==> src/rtl/cmd_cfg_pkg.sv <==
// Shared types and constants for the command/configuration controller.
// CMD_CFG_STATUS_REG_EN (optional) adds the read-only status register at 0x0C.
package cmd_cfg_pkg;

  typedef enum logic [1:0] {
    OP_READ    = 2'b00,
    OP_WRITE   = 2'b01,
    OP_DUMP    = 2'b10,
    OP_ILLEGAL = 2'b11
  } op_e;

  typedef logic [2:0] state_t;

  localparam logic [2:0] ST_IDLE      = 3'd0;
  localparam logic [2:0] ST_RESP_WAIT = 3'd1;
  localparam logic [2:0] ST_DMP_SETUP = 3'd2;
  localparam logic [2:0] ST_DMP_SEND  = 3'd3;
  localparam logic [2:0] ST_DMP_WAIT  = 3'd4;

  localparam logic [5:0] A_TRIG_CFG   = 6'h00;
  localparam logic [5:0] A_DECIMATOR  = 6'h01;
  localparam logic [5:0] A_VIH        = 6'h02;
  localparam logic [5:0] A_VIL        = 6'h03;
  localparam logic [5:0] A_MATCH_H    = 6'h04;
  localparam logic [5:0] A_MATCH_L    = 6'h05;
  localparam logic [5:0] A_MASK_H     = 6'h06;
  localparam logic [5:0] A_MASK_L     = 6'h07;
  localparam logic [5:0] A_BAUD_H     = 6'h08;
  localparam logic [5:0] A_BAUD_L     = 6'h09;
  localparam logic [5:0] A_TRIG_POS_H = 6'h0A;
  localparam logic [5:0] A_TRIG_POS_L = 6'h0B;
  localparam logic [5:0] A_STATUS     = 6'h0C;
  localparam logic [5:0] A_CH_BASE    = 6'h10;

  localparam logic [7:0] ACK = 8'hA5;
  localparam logic [7:0] NAK = 8'hEE;

endpackage

==> src/rtl/cfg_regfile.sv <==
// Configuration register storage and address decode.
// CMD_CFG_STATUS_REG_EN maps a read-only status byte at 0x0C.
module cfg_regfile
  import cmd_cfg_pkg::*;
#(
  parameter int NUM_CH = 5,
  parameter int LOG2   = 9
) (
  input  logic                  clk,
  input  logic                  rst_n,
  input  logic                  wr_en,
  input  logic [5:0]            addr,
  input  logic [7:0]            wdata,
  input  logic                  set_capture_done,
  output logic [7:0]            rd_data,
  output logic                  rd_ok,
  output logic                  wr_ok,
  output logic [5:0]            TrigCfg,
  output logic [NUM_CH*5-1:0]   ch_trig_cfg,
  output logic [3:0]            decimator,
  output logic [7:0]            VIH,
  output logic [7:0]            VIL,
  output logic [7:0]            matchH,
  output logic [7:0]            matchL,
  output logic [7:0]            maskH,
  output logic [7:0]            maskL,
  output logic [7:0]            baud_cntH,
  output logic [7:0]            baud_cntL,
  output logic [LOG2-1:0]       trig_pos
);

  logic [4:0] ch_cfg [NUM_CH];
  logic       ch_hit;

`ifdef CMD_CFG_STATUS_REG_EN
  localparam logic [3:0] NCH4 = 4'(NUM_CH);
`endif

  assign ch_hit = (addr[5:3] == 3'b010) && (int'(addr[2:0]) < NUM_CH);

  for (genvar n = 0; n < NUM_CH; n++) begin : g_ch
    assign ch_trig_cfg[n*5 +: 5] = ch_cfg[n];
  end

  always_comb begin
    rd_data = '0;
    rd_ok   = 1'b1;
    wr_ok   = 1'b1;
    case (addr)
      A_TRIG_CFG:   rd_data = {2'b00, TrigCfg};
      A_DECIMATOR:  rd_data = {4'h0, decimator};
      A_VIH:        rd_data = VIH;
      A_VIL:        rd_data = VIL;
      A_MATCH_H:    rd_data = matchH;
      A_MATCH_L:    rd_data = matchL;
      A_MASK_H:     rd_data = maskH;
      A_MASK_L:     rd_data = maskL;
      A_BAUD_H:     rd_data = baud_cntH;
      A_BAUD_L:     rd_data = baud_cntL;
      A_TRIG_POS_H: rd_data = 8'(trig_pos >> 8);
      A_TRIG_POS_L: rd_data = trig_pos[7:0];
`ifdef CMD_CFG_STATUS_REG_EN
      A_STATUS: begin
        rd_data = {NCH4, 3'b000, TrigCfg[5]};
        wr_ok   = 1'b0;
      end
`endif
      default: begin
        // Only channel slots that exist are mapped; everything else NAKs.
        rd_ok = ch_hit;
        wr_ok = ch_hit;
        for (int n = 0; n < NUM_CH; n++) begin
          if (ch_hit && addr[2:0] == 3'(n)) rd_data = {3'b000, ch_cfg[n]};
        end
      end
    endcase
  end

  always_ff @(posedge clk or negedge rst_n) begin
    if (!rst_n) begin
      TrigCfg   <= 6'h03;
      decimator <= 4'h0;
      VIH       <= 8'hAA;
      VIL       <= 8'h55;
      matchH    <= 8'h00;
      matchL    <= 8'h00;
      maskH     <= 8'h00;
      maskL     <= 8'h00;
      baud_cntH <= 8'h06;
      baud_cntL <= 8'hC8;
      trig_pos  <= LOG2'(1);
      for (int n = 0; n < NUM_CH; n++) ch_cfg[n] <= 5'h01;
    end else begin
      if (wr_en && wr_ok) begin
        case (addr)
          A_TRIG_CFG:   ;
          A_DECIMATOR:  decimator <= wdata[3:0];
          A_VIH:        VIH       <= wdata;
          A_VIL:        VIL       <= wdata;
          A_MATCH_H:    matchH    <= wdata;
          A_MATCH_L:    matchL    <= wdata;
          A_MASK_H:     maskH     <= wdata;
          A_MASK_L:     maskL     <= wdata;
          A_BAUD_H:     baud_cntH <= wdata;
          A_BAUD_L:     baud_cntL <= wdata;
          A_TRIG_POS_H: trig_pos[LOG2-1:8] <= wdata[LOG2-9:0];
          A_TRIG_POS_L: trig_pos[7:0] <= wdata;
          default: begin
            for (int n = 0; n < NUM_CH; n++) begin
              if (ch_hit && addr[2:0] == 3'(n)) ch_cfg[n] <= wdata[4:0];
            end
          end
        endcase
      end
      // Capture-done wins over a simultaneous host write of bit 5.
      if (wr_en && addr == A_TRIG_CFG) TrigCfg <= {wdata[5] | set_capture_done, wdata[4:0]};
      else if (set_capture_done)       TrigCfg[5] <= 1'b1;
    end
  end

endmodule

==> src/rtl/cmd_cfg_mc.sv <==
// Host command decoder: register read/write and capture RAM dump sequencing.
// CMD_CFG_STATUS_REG_EN enables the status register in cfg_regfile.
module cmd_cfg_mc
  import cmd_cfg_pkg::*;
#(
  parameter int NUM_CH  = 5,
  parameter int ENTRIES = 384,
  parameter int LOG2    = 9
) (
  input  logic                  clk,
  input  logic                  rst_n,
  input  logic [15:0]           cmd,
  input  logic                  cmd_rdy,
  input  logic                  resp_sent,
  input  logic                  set_capture_done,
  input  logic [NUM_CH*8-1:0]   rdata,
  input  logic [LOG2-1:0]       ram_addr,
  output logic [LOG2-1:0]       addr_ptr,
  output logic [5:0]            TrigCfg,
  output logic [NUM_CH*5-1:0]   ch_trig_cfg,
  output logic [3:0]            decimator,
  output logic [7:0]            VIH,
  output logic [7:0]            VIL,
  output logic [7:0]            matchH,
  output logic [7:0]            matchL,
  output logic [7:0]            maskH,
  output logic [7:0]            maskL,
  output logic [7:0]            baud_cntH,
  output logic [7:0]            baud_cntL,
  output logic [LOG2-1:0]       trig_pos,
  output logic [7:0]            resp,
  output logic                  send_resp,
  output logic                  clr_cmd_rdy,
  output logic [2:0]            state_dbg
);

  // Handshake: cmd is valid while cmd_rdy is high and is retired by a one-cycle
  // clr_cmd_rdy; each resp byte is valid for the single send_resp cycle and the
  // next byte is never issued before resp_sent acknowledges the previous one.

  state_t              state;
  op_e                 op;
  logic [NUM_CH-1:0]   mask_q;
  logic [NUM_CH-1:0]   pend;
  logic [NUM_CH-1:0]   sel_bit;
  logic [7:0]          sel_byte;
  logic [LOG2-1:0]     entry_cnt;
  logic [7:0]          rd_data;
  logic                rd_ok;
  logic                wr_ok;
  logic                wr_en;
  logic                mask_ok;

  assign op        = op_e'(cmd[15:14]);
  assign wr_en     = (state == ST_IDLE) && cmd_rdy && (op == OP_WRITE);
  assign mask_ok   = (cmd[7:0] != 8'h00) && ((cmd[7:0] >> NUM_CH) == 8'h00);
  assign state_dbg = state;

  function automatic logic [LOG2-1:0] wrap_inc(input logic [LOG2-1:0] a);
    return (a == LOG2'(ENTRIES - 1)) ? '0 : a + LOG2'(1);
  endfunction

  // Lowest pending channel is sent first, so scan from the top down.
  always_comb begin
    sel_byte = '0;
    sel_bit  = '0;
    for (int i = NUM_CH - 1; i >= 0; i--) begin
      if (pend[i]) begin
        sel_byte   = rdata[i*8 +: 8];
        sel_bit    = '0;
        sel_bit[i] = 1'b1;
      end
    end
  end

  cfg_regfile #(.NUM_CH(NUM_CH), .LOG2(LOG2)) u_regs (
    .clk              (clk),
    .rst_n            (rst_n),
    .wr_en            (wr_en),
    .addr             (cmd[13:8]),
    .wdata            (cmd[7:0]),
    .set_capture_done (set_capture_done),
    .rd_data          (rd_data),
    .rd_ok            (rd_ok),
    .wr_ok            (wr_ok),
    .TrigCfg          (TrigCfg),
    .ch_trig_cfg      (ch_trig_cfg),
    .decimator        (decimator),
    .VIH              (VIH),
    .VIL              (VIL),
    .matchH           (matchH),
    .matchL           (matchL),
    .maskH            (maskH),
    .maskL            (maskL),
    .baud_cntH        (baud_cntH),
    .baud_cntL        (baud_cntL),
    .trig_pos         (trig_pos)
  );

  always_ff @(posedge clk or negedge rst_n) begin
    if (!rst_n) begin
      state       <= ST_IDLE;
      resp        <= '0;
      send_resp   <= 1'b0;
      clr_cmd_rdy <= 1'b0;
      addr_ptr    <= '0;
      mask_q      <= '0;
      pend        <= '0;
      entry_cnt   <= '0;
    end else begin
      send_resp   <= 1'b0;
      clr_cmd_rdy <= 1'b0;
      case (state)
        ST_IDLE: begin
          if (cmd_rdy) begin
            send_resp <= 1'b1;
            state     <= ST_RESP_WAIT;
            case (op)
              OP_READ:  resp <= rd_ok ? rd_data : NAK;
              OP_WRITE: resp <= wr_ok ? ACK : NAK;
              OP_DUMP: begin
                if (mask_ok) begin
                  send_resp <= 1'b0;
                  mask_q    <= cmd[NUM_CH-1:0];
                  pend      <= cmd[NUM_CH-1:0];
                  addr_ptr  <= wrap_inc(ram_addr);
                  entry_cnt <= '0;
                  state     <= ST_DMP_SETUP;
                end else begin
                  resp <= NAK;
                end
              end
              default:  resp <= NAK;
            endcase
          end
        end
        ST_RESP_WAIT: begin
          if (resp_sent) begin
            clr_cmd_rdy <= 1'b1;
            state       <= ST_IDLE;
          end
        end
        ST_DMP_SETUP: state <= ST_DMP_SEND;
        ST_DMP_SEND: begin
          resp      <= sel_byte;
          send_resp <= 1'b1;
          pend      <= pend & ~sel_bit;
          state     <= ST_DMP_WAIT;
        end
        ST_DMP_WAIT: begin
          if (resp_sent) begin
            if (pend != '0) begin
              state <= ST_DMP_SEND;
            end else if (entry_cnt == LOG2'(ENTRIES - 1)) begin
              clr_cmd_rdy <= 1'b1;
              state       <= ST_IDLE;
            end else begin
              addr_ptr  <= wrap_inc(addr_ptr);
              entry_cnt <= entry_cnt + LOG2'(1);
              pend      <= mask_q;
              state     <= ST_DMP_SETUP;
            end
          end
        end
        default: state <= ST_IDLE;
      endcase
    end
  end

endmodule

==> config.mk <==
export PLATFORM = sky130hd
export DESIGN_NAME = cmd_cfg_mc
export DESIGN_NICKNAME = d
export VERILOG_FILES = /design/src/rtl/cmd_cfg_pkg.sv /design/src/rtl/cfg_regfile.sv /design/src/rtl/cmd_cfg_mc.sv
export SDC_FILE = /design/constraint.sdc
export NUM_CORES = 1
export LEC_CHECK = 0
export BUFFER_PORTS_ARGS = -buffer_cell sky130_fd_sc_hd__buf_2
export CELL_PAD_IN_SITES_DETAIL_PLACEMENT = 0
export CELL_PAD_IN_SITES_GLOBAL_PLACEMENT = 2
export CORE_MARGIN = 2
export CORE_UTILIZATION = 35
export CTS_CLUSTER_SIZE = 40
export DETAILED_ROUTE_END_ITERATION = 12
export GPL_TIMING_DRIVEN = 0
export PLACE_DENSITY = 0.79
export SLEW_MARGIN = 15
export SYNTH_ARGS = -nofsm -noshare
export SYNTH_HDL_FRONTEND = slang
export SYNTH_HIERARCHICAL = 1
export SYNTH_SLANG_ARGS = --single-unit
==> constraint.sdc <==
create_clock -name clk -period 3.4 [get_ports clk]
set_clock_uncertainty 0.15 [all_clocks]
set_input_delay 0.51 -clock clk [delete_from_list [all_inputs] [get_ports clk]]
set_output_delay 0.51 -clock clk [all_outputs]
set_load 0.02 [all_outputs]
# After elaboration in Yosys (flattened, before gate mapping)
# Index checks and enable logic that the tools add are counted.
[op_classes]
n_addsub = 3
order_cmp = 1
n_eq_ne = 33
mux = 65
bitwise_logic = 4
reduce_logical = 44
[op_table]
columns = ["op", "n"]
rows = [
  ["9-bit 2-to-1 mux", 14],
  ["8-bit one-hot mux with 12 select lines", 1],
  ["5-bit 2-to-1 mux", 16],
  ["8-bit 2-to-1 mux", 8],
  ["9-bit one-hot mux with 2 select lines", 2],
  ["9-bit by 1-bit adder with 9-bit output (second input constant)", 3],
  ["9-bit equality test (second input constant)", 3],
  ["6-bit by 3-bit equality test with 1-bit output (second input constant)", 4],
  ["6-bit by 4-bit equality test with 1-bit output (second input constant)", 4],
  ["8-bit one-hot mux with 3 select lines", 1],
  ["2-bit AND reduction", 11],
  ["3-bit AND reduction", 7],
  ["8-bit one-hot mux with 2 select lines", 1],
  ["3-bit by 2-bit equality test with 1-bit output (second input constant)", 5],
  ["3-bit one-hot mux with 5 select lines", 1],
  ["5-bit one-hot mux with 3 select lines", 1],
  ["7-bit AND reduction", 2],
  ["6-bit by 2-bit equality test with 1-bit output (second input constant)", 2],
  ["2-bit inequality test (second input constant)", 6],
  ["12-bit OR reduction", 1],
  ["1-bit logical AND", 11],
  ["1-bit 2-to-1 mux", 10],
  ["3-bit 2-to-1 mux", 3],
  ["8-bit zero test", 1],
  ["other kinds (23)", 32],
]
[word_totals]
reg_bits = 149
output_inout_bits = 130
elab_cells = 176

# Depth between registers and ports, before layout
# Gate-level depths: netlist (run 1).
[depth]
depth_word = 13
depth_mapped = 11
depth_no_buf = 9

# Modules after synthesis
# The synthesis (run 1) kept the hierarchy.
[modules_own_cells]
columns = ["module", "n_inst", "cells_each", "area_per_inst_um2"]
rows = [
  ["cfg_regfile", 1, 358, 5221.3],
  ["cmd_cfg_mc", 1, 291, 2686.3],
]

# Worst setup path before layout (run 1)
# OpenSTA, ideal clock, no wires.
[synth_timing]
path_type = "reg2reg"
start = "reg state[1] (netlist: state_dbg[1])"
end = "reg u_regs.maskH[0]"
setup_ps = 125
arrival_ps = 2314
required_ps = 3125
path_slack_ps = 812
path_stages_with_launch = 9
n_path_buf = 2
synth_period_minus_slack_ps = 2588
path_cell_list = "dfrtp_1 -> clkbuf_1 -> nor2_1 -> nand3b_1 -> nor3b_1 -> buf_2 -> nand2_1 -> nor2_2 -> mux2_2"
[synth_between]
elab_chain_cells = 5
[synth_lines]
columns = ["item", "line_no", "rtl"]
rows = [
  ["start: declaration", "cmd_cfg_mc.sv:41", "state_t state;"],
  ["start signal: assignment", "cmd_cfg_mc.sv:102", "state <= ST_IDLE;"],
  ["start signal: assignment", "cmd_cfg_mc.sv:117", "state <= ST_RESP_WAIT;"],
  ["start signal: assignment", "cmd_cfg_mc.sv:128", "state <= ST_DMP_SETUP;"],
  ["3-bit zero test", "cmd_cfg_mc.sv:55", "assign wr_en = (state == ST_IDLE) && cmd_rdy && (op == OP_WRITE);"],
  ["1-bit logical AND (2 in series)", "cmd_cfg_mc.sv:55", ""],
  ["net wr_en", "cmd_cfg_mc.sv:51", "logic wr_en;"],
  ["1-bit logical AND", "cfg_regfile.sv:94", "if (wr_en && wr_ok) begin"],
  ["2-bit AND reduction (no line)", "n/a", ""],
  ["end signal: assignment", "cfg_regfile.sv:102", "A_MASK_H: maskH <= wdata;"],
  ["end: declaration", "cfg_regfile.sv:25", "output logic [7:0] maskH,"],
]
# The timed path passes the listed nets, and every way through them passes these cells.
# A chain may end at the register's enable or synchronous reset.

# Final worst setup path (run 1)
[layout_timing]
start = "reg state[0] (netlist: state_dbg[0])"
end = "reg u_regs.matchL[3]"
[layout_between]
elab_chain_cells = 5
[layout_lines]
columns = ["item", "line_no", "rtl"]
rows = [
  ["3-bit zero test", "cmd_cfg_mc.sv:55", ""],
  ["1-bit logical AND (2 in series)", "cmd_cfg_mc.sv:55", ""],
  ["net wr_en", "cmd_cfg_mc.sv:51", ""],
  ["1-bit logical AND", "cfg_regfile.sv:94", ""],
  ["2-bit AND reduction (no line)", "n/a", ""],
  ["end signal: assignment", "cfg_regfile.sv:101", "A_MATCH_L: matchL <= wdata;"],
  ["end: declaration", "cfg_regfile.sv:24", "output logic [7:0] matchL,"],
]
# The timed path passes the listed nets, and every way through them passes these cells.

==> metrics.txt, run 1 <==
# TYPE chip_impl_metric gauge
chip_impl_info{name="outcome",value="completed"} 1
chip_impl_metric{name="netlist.area_leader.share",unit=""} 0.405
chip_impl_metric{name="slack_of_the_worst_reg_to_reg_path",unit="ns"} 0.26
chip_impl_metric{name="post_dp_cell_area",unit="mm²"} 0.00928
chip_impl_metric{name="initial_utilization",unit=""} 0.359
chip_impl_metric{name="worst-path-buf-inv",unit=""} 2
chip_impl_metric{name="synth_edf_count",unit=""} 0
chip_impl_metric{name="synth_compound_area_frac",unit=""} 0.120
chip_impl_metric{name="routed_via_density",unit=""} 5.38
chip_impl_metric{name="final_min_period_over_clock_period",unit=""} 0.923
chip_impl_info{name="synth_most_common_cell",value="dfrtp_1"} 1
chip_impl_metric{name="post_synth_fa_ha_maj_area_fraction",unit=""} 0.00475
chip_impl_metric{name="path_clk_slew",unit="ns"} 0.07
chip_impl_metric{name="synth.mux.area_fraction",unit=""} 0.232
chip_impl_metric{name="die_area",unit="mm²"} 0.0238
chip_impl_metric{name="post_synth_num_cell_types",unit=""} 76
chip_impl_metric{name="area_growth",unit="%"} 24.4
chip_impl_metric{name="worst-path-max-fanout",unit=""} 10
chip_impl_metric{name="clockBufferDepth",unit=""} 2
chip_impl_metric{name="final_layout_size_suffix_gt1_frac",unit=""} 0.497
chip_impl_metric{name="final_critical_path_setup_slack",unit="ns"} 0.262
chip_impl_metric{name="slew_viol_final",unit=""} 0
chip_impl_metric{name="crit_path_max_incr_delay",unit="ns"} 0.59
chip_impl_info{name="cts_tree",value="yes"} 1
chip_impl_metric{name="htree_num_levels",unit=""} 4
chip_impl_metric{name="p_leak",unit="µW"} 0.00487
chip_impl_metric{name="die-width",unit="µm"} 154
chip_impl_metric{name="grt_pass1_wl",unit="µm"} 38800
chip_impl_metric{name="finalHoldViolCount",unit=""} 0
chip_impl_metric{name="grt.total_usage",unit=""} 0.216
chip_impl_metric{name="pwr_density_cell",unit="mW/mm²"} 533
chip_impl_metric{name="synth.net_count",unit=""} 722
chip_impl_metric{name="relSlewSlack",unit=""} 0.272
chip_impl_metric{name="num_antenna_cells",unit=""} 0
chip_impl_metric{name="global_route.overflow_total",unit=""} 0
chip_impl_info{name="cell_class_contributing_the_biggest_share_of_worst_path_delay",value="simple AND/OR/NAND/NOR gates"} 1
chip_impl_metric{name="gp_congestion",unit=""} 0.815
chip_impl_metric{name="timing.final.setup_violations",unit=""} 0
chip_impl_metric{name="cts_sinks",unit=""} 149
chip_impl_metric{name="antenna_viol_nets_final",unit=""} 0
chip_impl_metric{name="core_area",unit="mm²"} 0.0220
chip_impl_metric{name="maxCapViolCount",unit=""} 0
chip_impl_info{name="critPathKind",value="reg -> reg"} 1
chip_impl_metric{name="route.vias.total",unit=""} 6232
chip_impl_metric{name="antenna_violations_before_repair",unit=""} 0
chip_impl_metric{name="layout.nets",unit=""} 939
chip_impl_metric{name="ys_warns",unit=""} 6
chip_impl_metric{name="max_clock_freq",unit="GHz"} 0.319
chip_impl_metric{name="routedWlPerCell",unit="µm"} 21.7
chip_impl_info{name="synth_top_cell_by_area",value="dfrtp_1"} 1
chip_impl_info{name="synth_flop_cell",value="dfrtp_1"} 1
chip_impl_metric{name="synthSimpleGateAreaFrac",unit=""} 0.121
chip_impl_metric{name="worstMarginPinSlew",unit="ns"} 1.09
chip_impl_metric{name="cts_buffers",unit=""} 17
chip_impl_metric{name="synth_sequential_area_ratio",unit=""} 0.475
chip_impl_metric{name="async_reset_ff_frac",unit=""} 1.00
chip_impl_metric{name="fin_crit_period",unit="ns"} 3.14
chip_impl_metric{name="grt_pass1_vias",unit=""} 6444
chip_impl_metric{name="synth_cells",unit=""} 649
chip_impl_metric{name="pin_count",unit=""} 200
chip_impl_metric{name="rows",unit=""} 54
chip_impl_info{name="tightest_hold_check_type",value="in -> reg"} 1
chip_impl_metric{name="synth.ff_latch_count",unit=""} 149
chip_impl_metric{name="worst_ir_drop_vdd",unit="µV"} 338
chip_impl_info{name="critPathSlowestCell",value="nor2_2"} 1
chip_impl_info{name="cts_root_buf",value="clkbuf_16"} 1
chip_impl_metric{name="first_pass_iters",unit=""} 5
chip_impl_metric{name="drt-initial-drc-count",unit=""} 408
chip_impl_metric{name="worstPathRequired",unit="ns"} 3.57
chip_impl_metric{name="postLayoutCellArea",unit="mm²"} 0.00983
chip_impl_info{name="ys_top_cells_by_count",value="dfrtp_1, mux2_2, nand2_1, o21ai_0, nor2_1"} 1
chip_impl_info{name="netlist_top_cells_area",value="dfrtp_1, mux2_2, dfstp_2"} 1
chip_impl_info{name="critical_path.cell_chain",value="clkbuf_1, nor2_1, nand3b_1, nor3b_1, buf_2, nand2_1, nor2_2, mux2_2"} 1
chip_impl_metric{name="post-place-ws",unit="ns"} 0.229
chip_impl_info{name="synth_top_family_by_area",value="multiplexers"} 1
chip_impl_info{name="grt_setup_unrepaired",value="no"} 1
chip_impl_metric{name="post_cts_setup_buffer_count",unit=""} 0
chip_impl_metric{name="place.detailed.hpwl",unit="µm"} 18300
chip_impl_metric{name="post_synth_xor_area_fraction",unit=""} 0.0122
chip_impl_metric{name="grt_max_degree",unit=""} 91
chip_impl_metric{name="worstSkewPairLatency",unit="ns"} 0.44
chip_impl_metric{name="arrival",unit="ns"} 3.31
chip_impl_metric{name="die_h",unit="µm"} 154
chip_impl_metric{name="port_buffers",unit=""} 196
chip_impl_metric{name="avgSynthCellArea",unit="µm²"} 12.2
chip_impl_info{name="critical_path.startpoint_type",value="register"} 1
chip_impl_metric{name="postRouteWirelength",unit="µm"} 25200
chip_impl_metric{name="post-route-drc-count",unit=""} 0
chip_impl_info{name="critPathCaptureType",value="register"} 1
chip_impl_metric{name="netlist_area",unit="mm²"} 0.00791
-- logic make-up after synthesis --
logic type | count (synthesis)
adder cells (fa/ha/maj) | 3
buffers and inverters | 55
AO/OA/AOI/OAI | 128
flip-flops | 149
AND/OR/NAND/NOR | 153
multiplexers | 150
XOR/XNOR | 11
-- where the power goes --
group | switching, µW | internal [µW] | total, µW
Clock | 837 | 958 | 1800
Sequential | 160 | 1980 | 2140
Combinational | 808 | 498 | 1310
Total | 1810 | 3440 | 5240
-- flip-flops by register name (all words and copies together) (netlist names) --
register and count:
u_regs/ch_trig_cfg 25, addr_ptr 9, entry_cnt 9, u_regs/trig_pos 9, resp 8, u_regs/VIH 8
u_regs/VIL 8, u_regs/baud_cntH 8, u_regs/baud_cntL 8, u_regs/maskH 8, u_regs/maskL 8, u_regs/matchH 8
u_regs/matchL 8, u_regs/TrigCfg 6, mask_q 5, pend 5, u_regs/decimator 4, state_dbg 3
clr_cmd_rdy 1, send_resp 1
-- per-stage QoR --
stage                     utilization  hold slack (ns)  TNS (ns)  std cells  power (µW)
final                           0.446            0.118         0       1159        5240
after global routing            0.446            0.128         0       1159        5540
after CTS                       0.446            0.108         0       1159        5310
after detailed placement        0.421            0.338         0       1126        3490
after global placement          0.419            0.333    -93.99       1125        3480
after floorplan                     -           0.0644         0        649        2980
-- layout make-up --
cell class,count,area (µm²)
clock inverters,14,119
fillers,2120,12200
inverters,15,56.3
repair buffers,198,1030
multi-input cells,445,3880
plain buffers,40,215
flip-flops and latches,149,3750
well taps,280,350
clock buffers,18,429
-- cell usage in the layout (no fill, tap or decap), types with 4 or more instances in the layout --
cell type | netlist | layout
a21oi_1 | 17 | 17
inv_1 | 15 | 15
nand3b_1 | 7 | 7
a22oi_1 | 20 | 20
o221ai_1 | 9 | 9
xor2_1 | 8 | 8
mux4_2 | 14 | 14
and3_1 | 10 | 10
nand2_1 | 33 | 33
clkbuf_1 | 20 | 21
nand4_1 | 5 | 5
nor2_4 | 4 | 4
nor2_1 | 23 | 23
nand3_1 | 22 | 22
mux2_2 | 127 | 127
inv_6 | 0 | 6
a221oi_1 | 7 | 7
nor2_2 | 6 | 6
nor2b_1 | 8 | 8
clkbuf_16 | 0 | 17
dfrtp_1 | 128 | 128
dfstp_2 | 21 | 21
buf_4 | 4 | 4
o31ai_1 | 8 | 8
o21ai_0 | 26 | 26
buf_2 | 10 | 205
buf_6 | 5 | 5
mux2i_1 | 8 | 8
-- path summary, 6_finish.rpt --
| path | startpoint | to | cells after the start |
|---|---|---|---|
| worst max-delay path | state_dbg[0] | u_regs/matchL[3] | 8 |
| worst min-delay path | set_capture_done | u_regs/TrigCfg[5] | 2 |
| worst max register to register | state_dbg[0] | u_regs/matchL[3] | 8 |
| worst min register to register | entry_cnt[1] | entry_cnt[1] | 2 |
| max in group asynchronous | rst_n | u_regs/VIL[4] | 3 |
| min in group asynchronous | rst_n | addr_ptr[3] | 2 |
-- per-layer routing --
layer,GRT usage,up-vias,wire [µm]
met1,0.279,3106,11100
met3,0.0636,27,1810
li1,-,2895,-
met5,0,-,0
met4,0.0626,0,450
met2,0.353,204,11800
-- what timing repair did --
item,4_1_cts,5_1_grt
endpoints found under the setup margin,0,0
resized for setup,0,0
endpoints found under the hold margin,52,0
hold buffers,1,0
No activity file was read; power rests on OpenSTA's default activity.
==> run 2: changes to the inputs <==
CORE_ASPECT_RATIO = 1.1   (was unset)
TNS_END_PERCENT = 5   (was unset)
==> metrics.txt, run 2 (synthesis results as in run 1) <==
# TYPE chip_impl_metric gauge
chip_impl_metric{name="post_cts_hold_buffer_count",unit=""} 1
chip_impl_info{name="r2r_end",value="u_regs/matchL[1]"} 1
chip_impl_metric{name="port_buffers",unit=""} 196
chip_impl_info{name="grt_setup_unrepaired",value="no"} 1
chip_impl_metric{name="setup_tns",unit="ns"} 0
chip_impl_info{name="critical_path.endpoint",value="u_regs/matchL[1]"} 1
chip_impl_metric{name="route.met2.wl",unit="µm"} 12200
chip_impl_metric{name="layout.nets",unit=""} 939
chip_impl_metric{name="worstSkewPairLatency",unit="ns"} 0.43
chip_impl_metric{name="grt_max_degree",unit=""} 78
chip_impl_metric{name="htree_num_levels",unit=""} 4
chip_impl_metric{name="netSwitchingFraction",unit=""} 0.338
chip_impl_metric{name="largest_register_ffs",unit=""} 25
chip_impl_info{name="crit_start",value="state_dbg[0]"} 1
chip_impl_metric{name="num_antenna_cells",unit=""} 0
chip_impl_metric{name="die-width",unit="µm"} 147
chip_impl_metric{name="wl_met3",unit="µm"} 1540
chip_impl_info{name="cts_root_buf",value="clkbuf_16"} 1
chip_impl_metric{name="die_area",unit="mm²"} 0.0238
chip_impl_metric{name="power.net_switching",unit="µW"} 1850
chip_impl_metric{name="final_critical_path_setup_slack",unit="ns"} 0.318
chip_impl_info{name="critPathKind",value="reg -> reg"} 1
chip_impl_info{name="critPathCaptureType",value="register"} 1
chip_impl_metric{name="numPlacedInstances",unit=""} 1141
chip_impl_metric{name="post_cts_setup_buffer_count",unit=""} 0
chip_impl_info{name="mostFrequentLayoutCell",value="buf_2"} 1
chip_impl_metric{name="arrival",unit="ns"} 3.24
chip_impl_metric{name="routed_via_density",unit=""} 5.29
chip_impl_metric{name="final_cells",unit=""} 1174
chip_impl_metric{name="finalHoldViolCount",unit=""} 0
chip_impl_metric{name="grt_pass1_vias",unit=""} 6276
chip_impl_metric{name="final_min_period_over_clock_period",unit=""} 0.907
chip_impl_metric{name="clockPowerShare",unit=""} 0.370
chip_impl_metric{name="pwr_density_cell",unit="mW/mm²"} 550
chip_impl_metric{name="post-place-ws",unit="ns"} 0.278
chip_impl_metric{name="fin_crit_period",unit="ns"} 3.08
chip_impl_metric{name="postcts_resize_cnt",unit=""} 0
chip_impl_info{name="outcome",value="completed"} 1
chip_impl_metric{name="drt-initial-drc-count",unit=""} 281
chip_impl_metric{name="maxCapViolCount",unit=""} 0
chip_impl_metric{name="combinationalPowerShare",unit=""} 0.238
chip_impl_metric{name="relSlewSlack",unit=""} 0.258
chip_impl_metric{name="post-route-drc-count",unit=""} 0
chip_impl_metric{name="p_leak",unit="µW"} 0.00491
chip_impl_metric{name="cts_buffers",unit=""} 17
chip_impl_metric{name="slack_of_the_worst_reg_to_reg_path",unit="ns"} 0.32
chip_impl_metric{name="rows",unit=""} 57
chip_impl_metric{name="route.vias.total",unit=""} 6216
chip_impl_metric{name="area_growth",unit="%"} 25.6
chip_impl_metric{name="global_route.overflow_total",unit=""} 0
chip_impl_metric{name="first_pass_iters",unit=""} 4
chip_impl_metric{name="clockBufferDepth",unit=""} 2
chip_impl_metric{name="antenna_violations_before_repair",unit=""} 0
chip_impl_metric{name="worst_r2r_path_depth",unit=""} 8
chip_impl_metric{name="core_area",unit="mm²"} 0.0221
chip_impl_info{name="route.top_layer_used",value="met4"} 1
chip_impl_metric{name="m1WireLength",unit="µm"} 10900
chip_impl_metric{name="place.detailed.hpwl",unit="µm"} 18500
chip_impl_metric{name="postRouteWirelength",unit="µm"} 24900
chip_impl_metric{name="worst_ir_drop_vdd",unit="µV"} 386
chip_impl_metric{name="hold_ws",unit="ns"} 0.126
chip_impl_metric{name="grt_pass1_wl",unit="µm"} 38100
chip_impl_metric{name="grt.total_usage",unit=""} 0.212
chip_impl_info{name="final_cell_mix",value="buf_2, dfrtp_1, mux2_2, nand2_1, o21ai_0"} 1
chip_impl_metric{name="max_clock_freq",unit="GHz"} 0.324
chip_impl_metric{name="worstPathRequired",unit="ns"} 3.56
chip_impl_info{name="tightest_hold_check_type",value="in -> reg"} 1
chip_impl_metric{name="cts_sinks",unit=""} 149
chip_impl_metric{name="timing.final.setup_violations",unit=""} 0
chip_impl_metric{name="power.sequential.fraction",unit=""} 0.392
chip_impl_info{name="worstReg2RegStart",value="state_dbg[0]"} 1
chip_impl_metric{name="antenna_viol_nets_final",unit=""} 0
chip_impl_metric{name="initial_utilization",unit=""} 0.358
chip_impl_metric{name="pin_count",unit=""} 200
chip_impl_metric{name="power_report.internal_total",unit="µW"} 3610
chip_impl_metric{name="worstMarginPinSlew",unit="ns"} 1.11
chip_impl_metric{name="die_h",unit="µm"} 162
chip_impl_metric{name="path_clk_slew",unit="ns"} 0.07
chip_impl_info{name="cts_tree",value="yes"} 1
chip_impl_metric{name="p_total",unit="µW"} 5460
chip_impl_info{name="critical_path.startpoint_type",value="register"} 1
chip_impl_metric{name="final_layout_size_suffix_gt1_frac",unit=""} 0.498
chip_impl_metric{name="routedWlPerCell",unit="µm"} 21.2
chip_impl_metric{name="worst-path-max-fanout",unit=""} 10
chip_impl_metric{name="gp_congestion",unit=""} 0.800
chip_impl_metric{name="slew_viol_final",unit=""} 0
run 2: per-layer routing:
layer,global-route usage,up-vias
met2,0.352,183
met5,0,-
met1,0.277,3117
met3,0.0508,20
li1,-,2896
met4,0.0638,0
run 2: cell type report:
| cell class | instances | area (µm²) |
|---|---|---|
| Inverter | 15 | 56.3 |
| Clock inverter | 15 | 201 |
| Tap cell | 295 | 369 |
| Timing Repair Buffer | 198 | 1030 |
| Fill cell | 2181 | 12200 |
| Sequential cell | 149 | 3750 |
| Multi-Input combinational cell | 445 | 3880 |
| Clock buffer | 17 | 425 |
| Buffer | 40 | 215 |
run 2: power by group through the flow:
stage                     Combinational (µW)  Sequential [µW]  Clock [µW]
after floorplan                          646             2340           0
after detailed placement                1310             2180           0
after global routing                    1430             2170        2150
after CTS                               1310             2140        2070
after global placement                  1300             2170           0
final                                   1300             2140        2020
run 2: through the flow:
step / utilization / area [µm²]
after CTS: 0.449 / 9930
final: 0.449 / 9930
after global placement: 0.419 / 9260
after floorplan: - / 7910
after global routing: 0.449 / 9930
after detailed placement: 0.420 / 9300
run 2: critical path, cell delays in order, from the launching register on:
cell      delay [ns]
dfrtp_1         0.37
clkbuf_1        0.20
nor2_1          0.22
nand3b_1        0.27
nor3b_1         0.26
buf_2           0.26
nand2_1         0.26
nor2_2          0.57
mux2_2          0.41
run 2: worst min path at each step:
stage,startpoint,end,slack (ns),cells after the start
2_1_floorplan,rst_n,addr_ptr[0],0.06,0
3_3_place_gp,entry_cnt[1],entry_cnt[1],0.33,2
3_5_place_dp,entry_cnt[1],entry_cnt[1],0.34,2
4_1_cts,set_capture_done,u_regs/TrigCfg[5],0.11,2
5_1_grt,set_capture_done,u_regs/TrigCfg[5],0.13,2
6_report,set_capture_done,u_regs/TrigCfg[5],0.13,2
==> run 3: changes to the inputs <==
BUFFER_PORTS_ARGS = unset   (was -buffer_cell sky130_fd_sc_hd__buf_2)
CORE_UTILIZATION = 37   (was 35)
DONT_BUFFER_PORTS = 1   (was unset)
PLACE_DENSITY = 0.7   (was 0.79)
RECOVER_POWER = 100   (was unset)
==> metrics.txt, run 3 (synthesis results as in run 1) <==
# TYPE chip_impl_metric gauge
chip_impl_metric{name="gp_congestion",unit=""} 0.815
chip_impl_metric{name="worstSkewPairLatency",unit="ns"} 0.42
chip_impl_metric{name="slew_viol_final",unit=""} 0
chip_impl_metric{name="arrival",unit="ns"} 3.29
chip_impl_info{name="tightest_hold_check_type",value="in -> async"} 1
chip_impl_metric{name="area_growth",unit="%"} 11.3
chip_impl_metric{name="path_clk_slew",unit="ns"} 0.07
chip_impl_metric{name="clockBufferDepth",unit=""} 2
chip_impl_metric{name="routedWlPerCell",unit="µm"} 25.2
chip_impl_metric{name="route.vias.total",unit=""} 5619
chip_impl_metric{name="postLayoutCellArea",unit="mm²"} 0.00880
chip_impl_metric{name="pwr_density_cell",unit="mW/mm²"} 595
chip_impl_metric{name="relSlewSlack",unit=""} 0.312
chip_impl_info{name="r2r_end",value="u_regs/trig_pos[6]"} 1
chip_impl_metric{name="cts_buffers",unit=""} 17
chip_impl_metric{name="worstPathRequired",unit="ns"} 3.51
chip_impl_metric{name="port_buffers",unit=""} 0
chip_impl_metric{name="die_h",unit="µm"} 157
chip_impl_metric{name="max_clock_freq",unit="GHz"} 0.315
chip_impl_info{name="outcome",value="complete, but fails checks"} 1
chip_impl_metric{name="global_route.overflow_total",unit=""} 0
chip_impl_metric{name="antenna_viol_nets_final",unit=""} 0
chip_impl_metric{name="initial_utilization",unit=""} 0.374
chip_impl_info{name="worstReg2RegStart",value="state_dbg[0]"} 1
chip_impl_metric{name="drt-initial-drc-count",unit=""} 337
chip_impl_metric{name="postRouteWirelength",unit="µm"} 24500
chip_impl_info{name="cts_tree",value="yes"} 1
chip_impl_metric{name="timing.final.setup_violations",unit=""} 0
chip_impl_metric{name="htree_num_levels",unit=""} 4
chip_impl_metric{name="first_pass_iters",unit=""} 5
chip_impl_metric{name="worst_ir_drop_vdd",unit="µV"} 351
chip_impl_metric{name="num_antenna_cells",unit=""} 0
chip_impl_info{name="critPathCaptureType",value="register"} 1
chip_impl_metric{name="die_area",unit="mm²"} 0.0226
chip_impl_info{name="critPathKind",value="in -> reg"} 1
chip_impl_metric{name="cts_sinks",unit=""} 149
chip_impl_metric{name="die-width",unit="µm"} 143
chip_impl_metric{name="setup_tns",unit="ns"} 0
chip_impl_metric{name="finalHoldViolCount",unit=""} 139
chip_impl_metric{name="post-route-drc-count",unit=""} 0
chip_impl_metric{name="grt_pass1_wl",unit="µm"} 36500
chip_impl_info{name="mostFrequentLayoutCell",value="dfrtp_1"} 1
chip_impl_metric{name="p_leak",unit="µW"} 0.00388
chip_impl_metric{name="largest_register_ffs",unit=""} 25
chip_impl_metric{name="worstMarginPinSlew",unit="ns"} 1.03
chip_impl_metric{name="final_min_period_over_clock_period",unit=""} 0.935
chip_impl_metric{name="routed_via_density",unit=""} 5.79
chip_impl_metric{name="grt.total_usage",unit=""} 0.219
chip_impl_metric{name="core_area",unit="mm²"} 0.0212
chip_impl_info{name="cts_root_buf",value="clkbuf_16"} 1
chip_impl_metric{name="slack_of_the_worst_reg_to_reg_path",unit="ns"} 0.26
chip_impl_metric{name="worst-path-max-fanout",unit=""} 10
chip_impl_metric{name="hold_ws",unit="ns"} -0.365
chip_impl_metric{name="grt_max_degree",unit=""} 150
chip_impl_metric{name="grt_pass1_vias",unit=""} 5781
chip_impl_metric{name="pin_count",unit=""} 200
chip_impl_metric{name="final_layout_size_suffix_gt1_frac",unit=""} 0.304
chip_impl_info{name="final_cell_mix",value="dfrtp_1, mux2_2, nand2_1, nor2_1, o21ai_0"} 1
chip_impl_metric{name="antenna_violations_before_repair",unit=""} 0
chip_impl_info{name="grt_setup_unrepaired",value="no"} 1
chip_impl_metric{name="layout.nets",unit=""} 741
chip_impl_metric{name="rows",unit=""} 56
chip_impl_metric{name="post_dp_cell_area",unit="mm²"} 0.00827
chip_impl_info{name="critical_path.startpoint_type",value="input pin"} 1
chip_impl_metric{name="maxCapViolCount",unit=""} 0
chip_impl_metric{name="fin_crit_period",unit="ns"} 3.18
chip_impl_info{name="violations_in_the_final_reports",value="negative hold slack"} 1
chip_impl_metric{name="worst_r2r_path_depth",unit=""} 8
chip_impl_metric{name="place.detailed.hpwl",unit="µm"} 18100
==> run 3: cell types whose count changed in the layout (fill, tap and decap cells not counted), moves of 3 or more <==
cell,before,now
buf_2,205,7
clkbuf_1,20,23
dfstp_1,0,21
dfstp_2,21,0
inv_8,5,2
nor2_1,23,29
nor2_4,4,0
==> run 3: how the worst max path moves through the flow <==
stage / from / to / slack (ns) / cells after the start
CTS: state_dbg[1] / u_regs/maskH[5] / 0.21 / 8
detailed placement: state_dbg[1] / u_regs/maskH[5] / 0.23 / 8
finish: cmd[9] / resp[6] / 0.22 / 8
floorplan: state_dbg[1] / u_regs/maskH[0] / 0.81 / 8
global route: state_dbg[0] / u_regs/trig_pos[1] / 0.05 / 8
global placement: cmd[9] / resp[6] / 0.24 / 8
==> run 3: worst max-delay path, stage by stage <==
cell      delay (ns)
clkbuf_1        0.53
clkbuf_2        0.49
buf_2           0.37
mux4_2          0.35
a32oi_1         0.26
o21ai_0         0.24
o21ai_0         0.34
o221ai_1        0.17
==> run 3: through the flow <==
stage,utilization,instances,worst slack [ns],power (µW)
floorplan,-,649,0.812,2980
global placement,0.391,939,0.244,3230
detailed placement,0.391,939,0.235,3260
CTS,0.421,971,0.213,5320
global route,0.416,971,0.0528,5500
finish,0.416,971,0.223,5240
==> run 3: area by class of cell <==
| cell class | count | area, µm² |
|---|---|---|
| buffer | 40 | 209 |
| fill | 2094 | 12400 |
| inverter | 15 | 56.3 |
| multi-input combinational | 445 | 3790 |
| clock buffer | 19 | 453 |
| tap | 290 | 363 |
| clock inverter | 13 | 181 |
| sequential | 149 | 3750 |
==> run 3: power by group <==
part / switching, µW / internal [µW] / leakage (µW)
combinational: 469 / 358 / 0.00163
sequential: 392 / 1980 / 0.00194
clock: 817 / 1220 / 0.000310
==> run 3: metal layers <==
layer  up-vias  share of wire  track usage
met3        23          0.082       0.0779
met1      2906           0.39        0.257
met5         -              0            0
li1       2494              -            -
met2       196           0.51        0.372
met4         0          0.023       0.0775
==> run 3: what timing repair did <==
action | 4_1_cts | 5_1_grt
hold endpoints to repair | 149 | 149
resized for setup | 0 | 0
setup buffers | 0 | 0
